==> config.mk <==
export PLATFORM = sky130hd
export DESIGN_NAME = ej32_prefetch
export DESIGN_NICKNAME = d
export VERILOG_FILES = /design/src/rtl/ej32_pkg.sv /design/src/rtl/ej32_bqueue.sv /design/src/rtl/ej32_prefetch.sv
export SDC_FILE = /design/constraint.sdc
export NUM_CORES = 1
export LEC_CHECK = 0
export BUFFER_PORTS_ARGS = -buffer_cell sky130_fd_sc_hd__buf_2
export CAP_MARGIN = 10
export CELL_PAD_IN_SITES_DETAIL_PLACEMENT = 0
export CELL_PAD_IN_SITES_GLOBAL_PLACEMENT = 2
export CORE_UTILIZATION = 44
export CTS_BUF_LIST = sky130_fd_sc_hd__clkbuf_4
export CTS_CLUSTER_DIAMETER = 60
export DETAILED_ROUTE_END_ITERATION = 8
export PLACE_DENSITY_LB_ADDON = 0.12
export SLEW_MARGIN = 25
export SYNTH_ARGS = -nofsm -noshare
export SYNTH_HDL_FRONTEND = slang
export SYNTH_HIERARCHICAL = 1
export SYNTH_SLANG_ARGS = --single-unit
==> constraint.sdc <==
create_clock -name clk -period 9.35 [get_ports clk]
set_input_delay 0.935 -clock clk [delete_from_list [all_inputs] [get_ports clk]]
set_output_delay 0.935 -clock clk [all_outputs]
set_load 0.01 [all_outputs]
==> src/rtl/ej32_pkg.sv <==
// ej32_pkg: shared opcode names, prefetch FSM states and instruction-length lookup.
package ej32_pkg;

    typedef enum logic [7:0] {
        OP_NOP           = 8'h00,
        OP_BIPUSH        = 8'h10,
        OP_SIPUSH        = 8'h11,
        OP_LDC           = 8'h12,
        OP_ILOAD         = 8'h15,
        OP_ISTORE        = 8'h36,
        OP_IINC          = 8'h84,
        OP_IFEQ          = 8'h99,
        OP_GOTO          = 8'hA7,
        OP_JSR           = 8'hA8,
        OP_INVOKEVIRTUAL = 8'hB6,
        OP_INVOKESPECIAL = 8'hB7,
        OP_INVOKESTATIC  = 8'hB8,
        OP_IFNULL        = 8'hC6,
        OP_IFNONNULL     = 8'hC7,
        OP_DONEXT        = 8'hCA,
        OP_LDI           = 8'hCB,
        OP_GET           = 8'hCC,
        OP_PUT           = 8'hCD
    } opcode_t;

    typedef logic [1:0] fetch_state_t;
    localparam fetch_state_t ST_IDLE  = 2'd0;
    localparam fetch_state_t ST_REQ   = 2'd1;
    localparam fetch_state_t ST_DRAIN = 2'd2;

    // ifeq..goto and jsr form one contiguous opcode range
    function automatic logic [1:0] ej32_op_len(input logic [7:0] op);
        return (op == OP_BIPUSH || op == OP_LDC || op == OP_ILOAD || op == OP_ISTORE ||
                (op >= OP_LDI && op <= OP_PUT)) ? 2'd2 :
               (op == OP_SIPUSH || (op >= OP_IFEQ && op <= OP_JSR) || op == OP_DONEXT ||
                op == OP_IFNULL || op == OP_IFNONNULL || op == OP_IINC ||
                (op >= OP_INVOKEVIRTUAL && op <= OP_INVOKESTATIC)) ? 2'd3 : 2'd1;
    endfunction

endpackage

==> src/rtl/ej32_bqueue.sv <==
// ej32_bqueue: circular byte queue with a 3-byte head view, single push, pop-N and flush.
module ej32_bqueue #(
    parameter int DEPTH = 8
) (
    input  logic        clk,
    input  logic        rst,
    input  logic        flush,
    input  logic        push,
    input  logic [7:0]  din,
    input  logic [1:0]  pop,
    output logic [3:0]  cnt,
    output logic [23:0] head
);
    localparam int AW = $clog2(DEPTH);

    logic [7:0]    mem [DEPTH];
    logic [AW-1:0] rd, wr, r1, r2;

    assign r1   = rd + AW'(1);
    assign r2   = rd + AW'(2);
    assign head = {mem[r2], mem[r1], mem[rd]};

    always_ff @(posedge clk or posedge rst) begin
        if (rst) begin
            rd  <= '0;
            wr  <= '0;
            cnt <= '0;
            for (int i = 0; i < DEPTH; i++) mem[i] <= '0;
        end else if (flush) begin
            rd  <= '0;
            wr  <= '0;
            cnt <= '0;
        end else begin
            if (push) begin
                mem[wr] <= din;
                wr      <= wr + AW'(1);
            end
            rd  <= rd + AW'(pop);
            cnt <= cnt + 4'(push) - 4'(pop);
        end
    end

endmodule

==> src/rtl/ej32_prefetch.sv <==
// ej32_prefetch: bytecode prefetcher feeding the decoder from a byte queue.
// Define PREFETCH_OPLEN_EN to add the op_len/op_rdy instruction-length outputs.
module ej32_prefetch import ej32_pkg::*; #(
    parameter int DEPTH = 8
) (
    input  logic        clk,
    input  logic        rst,
    output logic        mem_req,
    output logic [16:0] mem_addr,
    input  logic        mem_ack,
    input  logic [7:0]  mem_data,
    output logic [3:0]  q_cnt,
    output logic [23:0] q_data,
    output logic [16:0] pc,
    input  logic [1:0]  consume,
    input  logic        jmp,
    input  logic [16:0] jmp_addr
`ifdef PREFETCH_OPLEN_EN
    ,
    output logic [1:0]  op_len,
    output logic        op_rdy
`endif
);
    fetch_state_t state;
    logic [16:0]  faddr, pend;
    logic [1:0]   pop;
    logic [4:0]   cnt_pop, cnt_nxt;
    logic         active, push;

    assign pop     = (jmp || 4'(consume) > q_cnt) ? 2'd0 : consume;
    assign cnt_pop = {1'b0, q_cnt} - 5'(pop);
    // IDLE still requests when the queue has room, so fetching starts right after reset
    assign active  = !rst && (state == ST_REQ || (state == ST_IDLE && q_cnt < 4'(DEPTH)));
    assign mem_req = active || state == ST_DRAIN;
    assign mem_addr = faddr;
    assign push    = active && mem_ack && !jmp;
    assign cnt_nxt = cnt_pop + 5'(push);

    always_ff @(posedge clk or posedge rst) begin
        if (rst) begin
            state <= ST_IDLE;
            faddr <= '0;
            pend  <= '0;
            pc    <= '0;
        end else begin
            pc   <= jmp ? jmp_addr : pc + 17'(pop);
            pend <= jmp ? jmp_addr : pend;
            if (state == ST_DRAIN) begin
                if (mem_ack) begin
                    state <= ST_REQ;
                    faddr <= jmp ? jmp_addr : pend;
                end
            end else if (jmp) begin
                state <= (active && !mem_ack) ? ST_DRAIN : ST_REQ;
                faddr <= (active && !mem_ack) ? faddr : jmp_addr;
            end else if (active) begin
                state <= (!mem_ack || cnt_nxt < 5'(DEPTH)) ? ST_REQ : ST_IDLE;
                faddr <= mem_ack ? faddr + 17'd1 : faddr;
            end else if (cnt_pop < 5'(DEPTH)) begin
                state <= ST_REQ;
            end
        end
    end

    ej32_bqueue #(.DEPTH(DEPTH)) u_queue (
        .clk  (clk),
        .rst  (rst),
        .flush(jmp),
        .push (push),
        .din  (mem_data),
        .pop  (pop),
        .cnt  (q_cnt),
        .head (q_data)
    );

`ifdef PREFETCH_OPLEN_EN
    assign op_len = ej32_op_len(q_data[7:0]);
    assign op_rdy = q_cnt >= 4'(op_len);
`endif

endmodule

Word-level counts from Yosys, hierarchy flattened:

Index checks and enable logic that the tools add are counted.

* bits in registers: 127
* input port bits: 31
* output and inout bits: 63
* word-level logic and storage cells: 96

* add/sub/neg operators: 10
* order comparisons: 9
* equal/unequal tests: 5
* muxes and demuxes: 32
* bitwise operators: 5
* reduce and logical (&&, ||, !) cells: 20

Operators by type and width (number)
* two-way mux 17 bit: 8
* binary-select mux 8 bit (select 3 bit): 3
* bitwise mux 64 bit: 1
* two-way mux 8 bit: 7
* demux 8 bit (select 3 bit): 1
* adder 17 x 1 -> 17 bit, second input constant: 1
* adder 17 x 2 -> 17 bit: 1
* >= comparator 4 bit, second input constant: 4
* inverter 3 -> 4 bit: 4
* two-way mux 2 bit: 7
* less-than comparator 5 x 4 -> 1 bit, second input constant: 2
* two-way mux 3 bit: 3
* adder 3 x 1 -> 3 bit, second input constant: 2
* logical AND 1 bit: 6
* inequality test 3 bit, second input constant: 2
* adder 5 x 1 -> 5 bit: 1
* subtractor 4 x 2 -> 5 bit: 1
* adder 4 x 1 -> 4 bit: 1
* > comparator 2 x 4 -> 1 bit: 1
* logical OR 1 bit: 4
* less-than comparator 4 x 1 -> 1 bit, second input constant: 1
* less-than comparator 4 bit, second input constant: 1
* two-way mux 4 bit: 1
* AND reduction 2 bit: 2
* 14 further kinds: 16

Depth between registers and ports, before layout:

Gate-level depths: netlist of the first run.

* depth after elaboration: 13
* gate-level depth with buffers: 14
* mapped depth without buffers: 14

Hierarchy:

The synthesis of the first run kept the hierarchy.

Modules (own cells, without submodules)
* ej32_bqueue: instances 1, cells each 277, area each 4315.4 um^2, seq. area each 1851.8 um^2
* ej32_prefetch: instances 1, cells each 347, area each 3072.9 um^2, seq. area each 1326.3 um^2

Worst setup path before layout of the first run:

No wires, ideal clock.

* path kind: input to register
* start: input port rst
* end: register u_queue/mem[32] (netlist name)
* library setup time: 0.125 ns
* arrival: 4.111 ns
* path slack: 5.114 ns
* stages: 7
* buffers on the path: 1
* cells stage by stage: inv_1 nand2_1 nor4_1 nor3b_4 and3_1 buf_4 mux2_2

* word-level cells in the longest chain between the ends: 5

RTL lines
* start, declared: line ej32_prefetch.sv:7 `input logic rst,`
* logical NOT 1 bit (no source line)
* logical AND 1 bit: line ej32_prefetch.sv:33 `assign active = !rst && (state == ST_REQ || (state == ST_IDLE && q_cnt < 4'(DEPTH)));`
* logical AND 1 bit (2 in series): line ej32_prefetch.sv:36 `assign push = active && mem_ack && !jmp;`
* net push: line ej32_prefetch.sv:28 `logic active, push;`
* AND reduction 2 bit (no source line)
* end signal, assigned by index: line ej32_bqueue.sv:35 `mem[wr] <= din;`
* end, declared: line ej32_bqueue.sv:16 `logic [7:0] mem [DEPTH];`

The timed path passes the listed nets, and every way through them passes these cells.
A chain may end at the register's enable or synchronous reset.

Worst setup path after layout of the first run:

* start: register u_queue.rd[1]
* end: output port q_data[15]

* word-level cells in the longest chain between the ends: 5

RTL lines
* start, declared: line ej32_bqueue.sv:17 `logic [AW-1:0] rd, wr, r1, r2;`
* start signal, assigned: line ej32_bqueue.sv:38 `rd <= rd + AW'(pop);`
* adder 3 x 1 -> 3 bit: line ej32_bqueue.sv:19 `assign r1 = rd + AW'(1);`
* inverter 3 -> 4 bit (implied by the code): line ej32_bqueue.sv:21 `assign head = {mem[r2], mem[r1], mem[rd]};`
* binary-select mux 8 bit (select 3 bit): line ej32_bqueue.sv:21
* two-way mux 8 bit (implied by the code) (2 in series): line ej32_bqueue.sv:21
* end, declared: line ej32_prefetch.sv:13 `output logic [23:0] q_data,`

Every way passes these cells. The select of a mux whose other input is x is not followed.

==> results by group, run 1 <==
Outcome
  – Outcome: completed

Clock tree
  – Post-CTS Setup Inserts: 0
  – CTS resizes: 0
  – CTS tree: yes
  – H-tree level count: 4
  – Worst-path clk slew: 0.11 ns
  – Clock Tree Root: clkbuf_4
  – Sink Count: 127
  – CTS Buf Count: 17
  – Clk_lat worst skew: 0.53 ns
  – CTS Buffer Depth: 2
  – Hold buffers post-CTS: 0

STA
  – Fin. max-slew vios: 0
  – Slew Limit Headroom: 31.6%
  – Hold violation count in the final report: 0
  – Fin Hold WS: 0.518 ns
  – Endpoints failing setup: 0
  – Setup slack after layout: 5.28 ns
  – Worst Clk Skew: 0.0159 ns
  – Final period utilization: 43.5%
  – Maximum clock rate: 0.246 GHz
  – Post-layout minimum cycle time: 4.07 ns
  – Final TNS setup: 0 ns
  – RSZ-0062 raised after global routing: no
  – Measured slew at the worst slew-check pin: 1.03 ns

Detailed routing
  – Routed len/inst: 18.7 um
  – DRC: 0
  – DRT iter0 DRCs: 233
  – Antenna-violating nets left: 0
  – Via count: 5205
  – Drt total wl: 17.7 mm
  – Vias per cell: 5.51
  – Detailed Routing Iterations Pass 1: 4

Critical path
  – Origin of the worst setup path: u_queue/rd[1]
  – Critical path cell sequence: ha_1 -> mux4_2 -> mux2_2 -> buf_2
  – Worst EP arrival: 3.13 ns
  – Worst reg-to-reg path cell count: 13
  – CP required: 8.42 ns
  – Setup CP Type: register to output pin
  – CP startpoint kind: register
  – Setup crit end kind: output pin
  – Worst path slowest cell: ha_1
  – Reg-to-reg slack, setup: 5.85 ns
  – CP Capture Point: q_data[15]
  – Max Fanout on Critical Path: 16
  – Worst r2r src: u_queue/cnt[1]
  – Reg2reg end: state[0]
  – Max incr delay on CP: 0.99 ns

Power
  – Tot Pwr: 1.70 mW
  – Leakage power: 3.92 nW
  – Worst vdd ir: 0.117 mV
  – Cell Pwr Density: 204 mW/mm^2

Yosys
  – Post-Syn Area per Cell: 11.8 sq um
  – Async S/R FF share, synth: 100%
  – Largest family of logic cells by synthesized area: multiplexers
  – Register area share after synthesis: 43.0%
  – Compound-Gate Fraction of Synth Area: 9.72%
  – Syn Nets: 674
  – Area share of the largest cell type after synthesis: 43.0%
  – Post-Synth XOR/XNOR Area: 2.49%
  – Synthesized area: 0.00739 sq mm
  – Prevailing post-synth register cell: dfrtp_1
  – Post-synth EDFFs: 0
  – Mapped Cells: 624
  – Synth top area cells: dfrtp_1 (43%), mux2_2 (14%), mux4_2 (9.8%)
  – #FFs+latches synth: 127
  – Post-synthesis mux area share: 26.6%
  – Post-synthesis adder-cell area fraction: 3.62%
  – Simple-gate share of the synthesized area: 9.91%
  – Post-synth top area cell: dfrtp_1
  – YS warnings: 6
  – Synth cell types: 68

Layout
  – Design area: 0.00832 sq mm
  – Core Util, Final: 50.5%
  – Post-route insts no fill: 945
  – Layout area overhead: 12.6%
  – Ratio of cells with drive above 1 in the final layout: 39.8%
  – Fin nets: 761

Place
  – HPWL Detailed: 12.3 mm
  – Port bufs: 93
  – Pre-CTS setup slack: 5.40 ns
  – Placed cell count: 912
  – DP Area: 0.00799 sq mm
  – Final GP Congestion: 0.810

Worst hold path
  – Hold Crit Class: register to register

Floorplanning
  – Core Rows: 47
  – Core area: 0.0165 sq mm
  – Die Height: 132 um
  – Starting density of the core: 44.9%
  – Die area: 0.0173 sq mm
  – Die X: 132 um
  – Num ports: 94

GRT
  – First-pass GRT wire length: 29.2 mm
  – Largest net degree at the start of global routing: 75
  – All-Layer GR Usage: 21.8%
  – Vias in the first global route: 5434
  – Gr ovfl total: 0
  – Initial antenna violation count: 1

Job
  – Maxcap violations: 0
-- placed cells by master (no fill, tap or decap), types with 5 or more instances in the layout --
cell type and n:
a21oi_1 16, and3_1 5, buf_2 93, clkbuf_4 19, dfrtp_1 126, ha_1 15, inv_1 38, mux2_2 95
mux2_4 8, mux4_2 32, nand2_1 45, nand3_1 6, nand4_1 7, nor2_1 32, nor3_1 5, o21ai_0 32
o21ai_1 22, o22ai_1 5, xnor2_1 7, xor2_1 13
-- layer usage --
metal	vias up	global-route usage (%)	part of all wire (%)
met2	130	35.6	49
met5	-	0	0
met3	18	4.48	4.4
met1	2609	28.9	45
met4	0	7.04	1.8
li1	2448	-	-
-- sequential cells by signal, summed over array words and instances, names as in the netlist --
signal       cells
mem_addr        17
pc              17
pend            17
state            2
u_queue/cnt      4
u_queue/mem     64
u_queue/rd       3
u_queue/wr       3
-- cell usage after synthesis (6+ instances only) --
cell type	count
mux2_4	8
buf_6	7
xor2_1	14
nand3_1	6
inv_1	40
nand2_1	45
buf_2	13
o21ai_1	22
a21oi_1	16
clkbuf_1	8
nand4_1	7
nor2_1	32
mux2_2	95
o21ai_0	32
ha_1	15
dfrtp_1	127
xnor2_1	7
mux4_2	32
-- report_power, final --
group | internal [mW] | switching [mW]
logic | 0.267 | 0.294
clock network | 0.214 | 0.208
registers | 0.620 | 0.0915
-- worst max-delay path: cells and delay by family (launching register included) --
kind,cells,cell delay [ns]
flops,1,0.60
buf+inv,1,0.14
fa+ha+maj,1,0.99
mux,2,0.88
-- cells by family after synthesis --
logic type               after synthesis
XOR/XNOR                              21
AO/OA/AOI/OAI                        112
AND/OR/NAND/NOR                      134
adder cells (fa/ha/maj)               19
buffers and inverters                 71
multiplexers                         140
flip-flops                           127
-- cell type report --
| cell class | instances | area (sq um) |
|---|---|---|
| multi-input cells | 426 | 3890 |
| clock inverters | 13 | 170 |
| diodes | 1 | 2.50 |
| fillers | 1493 | 8140 |
| repair buffers | 98 | 507 |
| well taps | 220 | 275 |
| flip-flops and latches | 127 | 3180 |
| inverters | 41 | 154 |
| clock buffers | 19 | 143 |
-- worst min-delay path by stage --
stage	from	end	slack, ns	cells after the start
finish	pend[1]	pend[1]	0.52	1
global route	pend[1]	pend[1]	0.56	1
CTS	pend[1]	pend[1]	0.53	1
detailed placement	pend[1]	pend[1]	0.50	1
global placement	pend[1]	pend[1]	0.49	1
floorplan	pend[12]	pend[12]	0.47	1
Power figures use the tool's default switching activity.
==> run 2: changes to the inputs <==
--- a/config.mk
+++ b/config.mk
@@ -9,7 +9,7 @@
 export CAP_MARGIN = 10
 export CELL_PAD_IN_SITES_DETAIL_PLACEMENT = 0
 export CELL_PAD_IN_SITES_GLOBAL_PLACEMENT = 2
-export CORE_UTILIZATION = 44
+export CORE_UTILIZATION = 37
 export CTS_BUF_LIST = sky130_fd_sc_hd__clkbuf_4
 export CTS_CLUSTER_DIAMETER = 60
 export DETAILED_ROUTE_END_ITERATION = 8
==> constraint.sdc (replaced) <==
create_clock -name clk -period 3.5 [get_ports clk]
set_input_delay 0.35 -clock clk [delete_from_list [all_inputs] [get_ports clk]]
set_output_delay 0.35 -clock clk [all_outputs]
set_load 0.01 [all_outputs]
==> results by group, run 2 (same netlist as run 1, synthesis figures left out) <==
Clock tree
  – CTS Buf Count: 17
  – Clk_lat worst skew: 0.52 ns
  – CTS tree: yes
  – Sink Count: 127
  – H-tree level count: 4
  – Hold buffers post-CTS: 0
  – Post-CTS Setup Inserts: 0
  – CTS resizes: 0
  – Clock Tree Root: clkbuf_4
  – Worst-path clk slew: 0.11 ns
  – CTS Buffer Depth: 2

Place
  – DP Area: 0.00814 sq mm
  – HPWL Detailed: 13.0 mm
  – Pre-CTS setup slack: 0.292 ns
  – Port bufs: 93
  – Final GP Congestion: 0.789

Critical path
  – Worst EP arrival: 3.53 ns
  – Reg2reg end: state[0]
  – CP required: 3.93 ns
  – Worst r2r src: u_queue/cnt[1]
  – Worst reg-to-reg path cell count: 13
  – Reg-to-reg slack, setup: 0.40 ns
  – Setup crit end kind: register
  – Setup CP Type: register to register
  – Max Fanout on Critical Path: 3
  – CP startpoint kind: register

Detailed routing
  – DRC: 0
  – Detailed Routing Iterations Pass 1: 6
  – Vias per cell: 5.23
  – DRT iter0 DRCs: 260
  – Via count: 5210
  – Drt total wl: 18.8 mm
  – Routed len/inst: 18.9 um
  – Antenna-violating nets left: 0

Floorplanning
  – Num ports: 94
  – Core area: 0.0195 sq mm
  – Core Rows: 51
  – Die X: 143 um
  – Starting density of the core: 37.8%
  – Die area: 0.0205 sq mm
  – Die Height: 143 um

STA
  – Final period utilization: 88.4%
  – Slew Limit Headroom: 39.6%
  – Maximum clock rate: 0.323 GHz
  – Worst Clk Skew: 0.0151 ns
  – Fin. max-slew vios: 0
  – RSZ-0062 raised after global routing: no
  – Setup slack after layout: 0.405 ns
  – Hold violation count in the final report: 0
  – Post-layout minimum cycle time: 3.10 ns
  – Final TNS setup: 0 ns
  – Endpoints failing setup: 0
  – Fin Hold WS: 0.0698 ns
  – Measured slew at the worst slew-check pin: 0.904 ns

Power
  – Leakage power: 3.92 nW
  – Cell Pwr Density: 518 mW/mm^2
  – Tot Pwr: 4.33 mW
  – Worst vdd ir: 0.194 mV

Layout
  – Commonest non-fill, non-tap cell in the layout: dfrtp_1
  – Ratio of cells with drive above 1 in the final layout: 40.1%
  – Fin nets: 772
  – Design area: 0.00835 sq mm
  – Layout area overhead: 13.1%
  – Most frequent cells in the layout: dfrtp_1 (126), mux2_2 (95), buf_2 (93)
  – Max FFs per register: 64
  – Largest Register: u_queue/mem

GRT
  – Vias in the first global route: 5450
  – Largest net degree at the start of global routing: 54
  – Gr ovfl total: 0
  – Initial antenna violation count: 1
  – All-Layer GR Usage: 19.7%
  – First-pass GRT wire length: 30.3 mm

Worst hold path
  – Hold Crit Class: input pin to register
  – WHS Endpoint: pend[1]
  – Worst hold stages: 2
  – HP Start: jmp_addr[1]

Outcome
  – Outcome: completed

Job
  – Maxcap violations: 0
==> run 2: changes by cell type in the layout (fill, tap and decap cells not counted), sizes merged <==
cell | before | now
bufinv | 4 | 1
clkbuf | 19 | 18
clkinvlp | 2 | 3
inv | 41 | 40
buf | 98 | 109
==> run 2: how the worst max path moves through the flow <==
stage / cells past startpoint / to / slack (ns) / start
after detailed placement: 13 / state[0] / 0.29 / consume[1]
after CTS: 13 / state[0] / 0.38 / u_queue/cnt[1]
final: 13 / state[0] / 0.40 / u_queue/cnt[1]
after floorplan: 13 / state[0] / 0.36 / u_queue/cnt[1]
after global placement: 13 / state[0] / 0.36 / consume[1]
after global routing: 13 / state[0] / 0.17 / u_queue/cnt[1]
==> run 2: through the flow <==
step | util, % | std cells
after floorplan | - | 624
after global placement | 41.7 | 968
final | 42.8 | 997
after detailed placement | 41.7 | 968
after global routing | 42.8 | 997
after CTS | 42.8 | 996
==> run 2: where the power goes <==
part / switching, mW / leakage (nW) / internal [mW]
Clock: 0.540 / 0.118 / 0.331
Sequential: 0.212 / 1.66 / 1.66
Combinational: 0.844 / 2.15 / 0.744
Total: 1.60 / 3.92 / 2.73
==> run 2: final cells by class <==
cell class                      count  area [sq um]
Sequential cell                   127          3180
Tap cell                          265           332
Timing Repair Buffer              109           598
Inverter                           41           158
Antenna cell                        1          2.50
Clock inverter                     10          76.3
Clock buffer                       18           135
Fill cell                        1946         11200
Multi-Input combinational cell    426          3870
==> run 2: worst max-delay path, cell delays in order, from the launching register on <==
cell and delay (ns):
dfrtp_1 0.36, inv_1 0.05, ha_1 0.28, a21oi_1 0.06
a2111oi_0 0.50, nor3_1 0.13, ha_1 0.21, inv_1 0.11
fa_1 0.41, nor2b_1 0.16, and2_1 0.15, o21a_1 0.16
o31a_1 0.29, a211oi_1 0.16
==> run 2: layer usage <==
metal	wire length (um)	GRT usage [%]	share of wire (%)	vias to the layer above
met2	8990	32.0	48	93
met3	650	4.17	3.5	13
li1	-	-	-	2464
met5	0	0	0	-
met1	8970	27.0	48	2640
met4	195	4.87	1.0	0
==> run 3: changes to the inputs <==
--- a/config.mk
+++ b/config.mk
@@ -14,6 +14,7 @@
 export CTS_CLUSTER_DIAMETER = 60
 export DETAILED_ROUTE_END_ITERATION = 8
 export PLACE_DENSITY_LB_ADDON = 0.12
+export RECOVER_POWER = 100
 export SLEW_MARGIN = 25
 export SYNTH_ARGS = -nofsm -noshare
 export SYNTH_HDL_FRONTEND = slang
==> results by group, run 3 (same netlist as run 1, synthesis figures left out) <==
Outcome
  – Outcome: complete, but fails checks
  – Failing checks: max-capacitance violations, max-slew violations

Clock tree
  – Hold buffers post-CTS: 0
  – Post-CTS Setup Inserts: 0
  – CTS resizes: 0
  – CTS Buf Count: 17
  – Clock Tree Root: clkbuf_4
  – Sink Count: 127
  – Clk_lat worst skew: 0.52 ns
  – H-tree level count: 4
  – CTS Buffer Depth: 2
  – Worst-path clk slew: 0.12 ns
  – CTS tree: yes

Detailed routing
  – DRC: 0
  – DRT iter0 DRCs: 252
  – Via count: 5206
  – Detailed Routing Iterations Pass 1: 5
  – Routed len/inst: 18.9 um
  – Vias per cell: 5.22
  – Drt total wl: 18.8 mm
  – Antenna-violating nets left: 0

Critical path
  – CP startpoint kind: register
  – Max Fanout on Critical Path: 10
  – Setup crit end kind: register
  – CP required: 3.90 ns
  – Worst EP arrival: 3.56 ns
  – Setup CP Type: register to register

GRT
  – Vias in the first global route: 5450
  – First-pass GRT wire length: 30.3 mm
  – Largest net degree at the start of global routing: 54
  – All-Layer GR Usage: 19.7%
  – Gr ovfl total: 0
  – Initial antenna violation count: 1

Layout
  – Layout area overhead: 10.8%
  – Commonest non-fill, non-tap cell in the layout: dfrtp_1
  – Core Util, Final: 41.9%
  – Fin nets: 772
  – Post-route insts no fill: 997
  – Max FFs per register: 64
  – Largest Register: u_queue/mem
  – Most frequent cells in the layout: dfrtp_1 (126), mux2_2 (86), clkbuf_1 (57)
  – Ratio of cells with drive above 1 in the final layout: 28.9%

Floorplanning
  – Die X: 143 um
  – Die Height: 143 um
  – Core Rows: 51
  – Starting density of the core: 37.8%
  – Num ports: 94
  – Die area: 0.0205 sq mm
  – Core area: 0.0195 sq mm

Power
  – Tot Pwr: 4.25 mW
  – Sw Pwr: 1.59 mW
  – Int Power: 2.66 mW
  – Flop pwr share: 44.0%
  – Switching part of the total: 37.3%
  – Worst vdd ir: 0.201 mV
  – Combinational fraction of design power: 35.6%
  – Clk pwr share: 20.5%
  – Leakage power: 3.67 nW
  – Cell Pwr Density: 519 mW/mm^2

STA
  – Fin Hold WS: 0.0755 ns
  – Worst Clk Skew: 0.0154 ns
  – Measured slew at the worst slew-check pin: 1.62 ns
  – Post-layout minimum cycle time: 3.16 ns
  – Final period utilization: 90.3%
  – Fin. max-slew vios: 77
  – Endpoints failing setup: 0
  – Final TNS setup: 0 ns
  – Slew Limit Headroom: -7.85%
  – Maximum clock rate: 0.316 GHz
  – RSZ-0062 raised after global routing: no
  – Hold violation count in the final report: 0

Job
  – Maxcap violations: 2

Place
  – HPWL Detailed: 13.0 mm
  – Final GP Congestion: 0.789
  – Placed cell count: 968
  – Port bufs: 93

Worst hold path
  – Hold Crit Class: input pin to register
run 3: area by class of cell:
class / count / area [sq um]
antenna: 1 / 2.50
fill: 1992 / 11300
tap: 265 / 332
clock inverter: 10 / 76.3
clock buffer: 18 / 135
multi-input combinational: 426 / 3800
sequential: 127 / 3180
inverter: 41 / 158
timing repair buffer: 109 / 502
run 3: layer usage:
| layer | track usage (%) | vias to the layer above | wire length, um | share of wire [%] |
|---|---|---|---|---|
| li1 | - | 2472 | - | - |
| met1 | 27.0 | 2635 | 8870 | 47 |
| met2 | 32.0 | 89 | 9180 | 49 |
| met3 | 4.17 | 10 | 633 | 3.4 |
| met4 | 4.87 | 0 | 146 | 0.78 |
| met5 | 0 | - | 0 | 0 |
run 3: worst paths after layout:
check                               start              end  slack (ns)  depth (start not counted)
setup reg to reg           u_queue/cnt[3]  u_queue/mem[24]        0.34                          7
max in group asynchronous             rst  u_queue/mem[40]        0.75                          3
setup / recovery           u_queue/cnt[3]  u_queue/mem[24]        0.34                          7
hold reg to reg                  pend[12]         pend[12]        0.52                          1
min in group asynchronous             rst    u_queue/rd[1]        0.42                          2
hold / removal                jmp_addr[9]            pc[9]        0.08                          3
run 3: worst max-delay path, cell delays in order (launching register included):
cell	delay [ns]
dfrtp_1	0.42
clkbuf_1	0.25
nor2b_4	0.21
nor4_1	0.51
clkbuf_1	0.30
nand3b_1	0.29
or3_1	0.65
mux2_1	0.41
run 3: power groups by stage:
stage                     registers [mW]  clock network (mW)  logic, mW
after floorplan                     1.90                   0       1.08
after global placement              1.89                   0       1.59
after detailed placement            1.90                   0       1.61
after CTS                           1.87               0.914       1.62
after global routing                1.91               0.964       1.69
final                               1.87               0.869       1.51
run 3: metrics by stage:
stage | cell area (sq um) | setup WS (ns)
finish | 8190 | 0.339
global route | 8190 | 0.153
CTS | 8350 | 0.380
detailed placement | 8140 | 0.292
global placement | 8140 | 0.364
floorplan | 7390 | 0.356
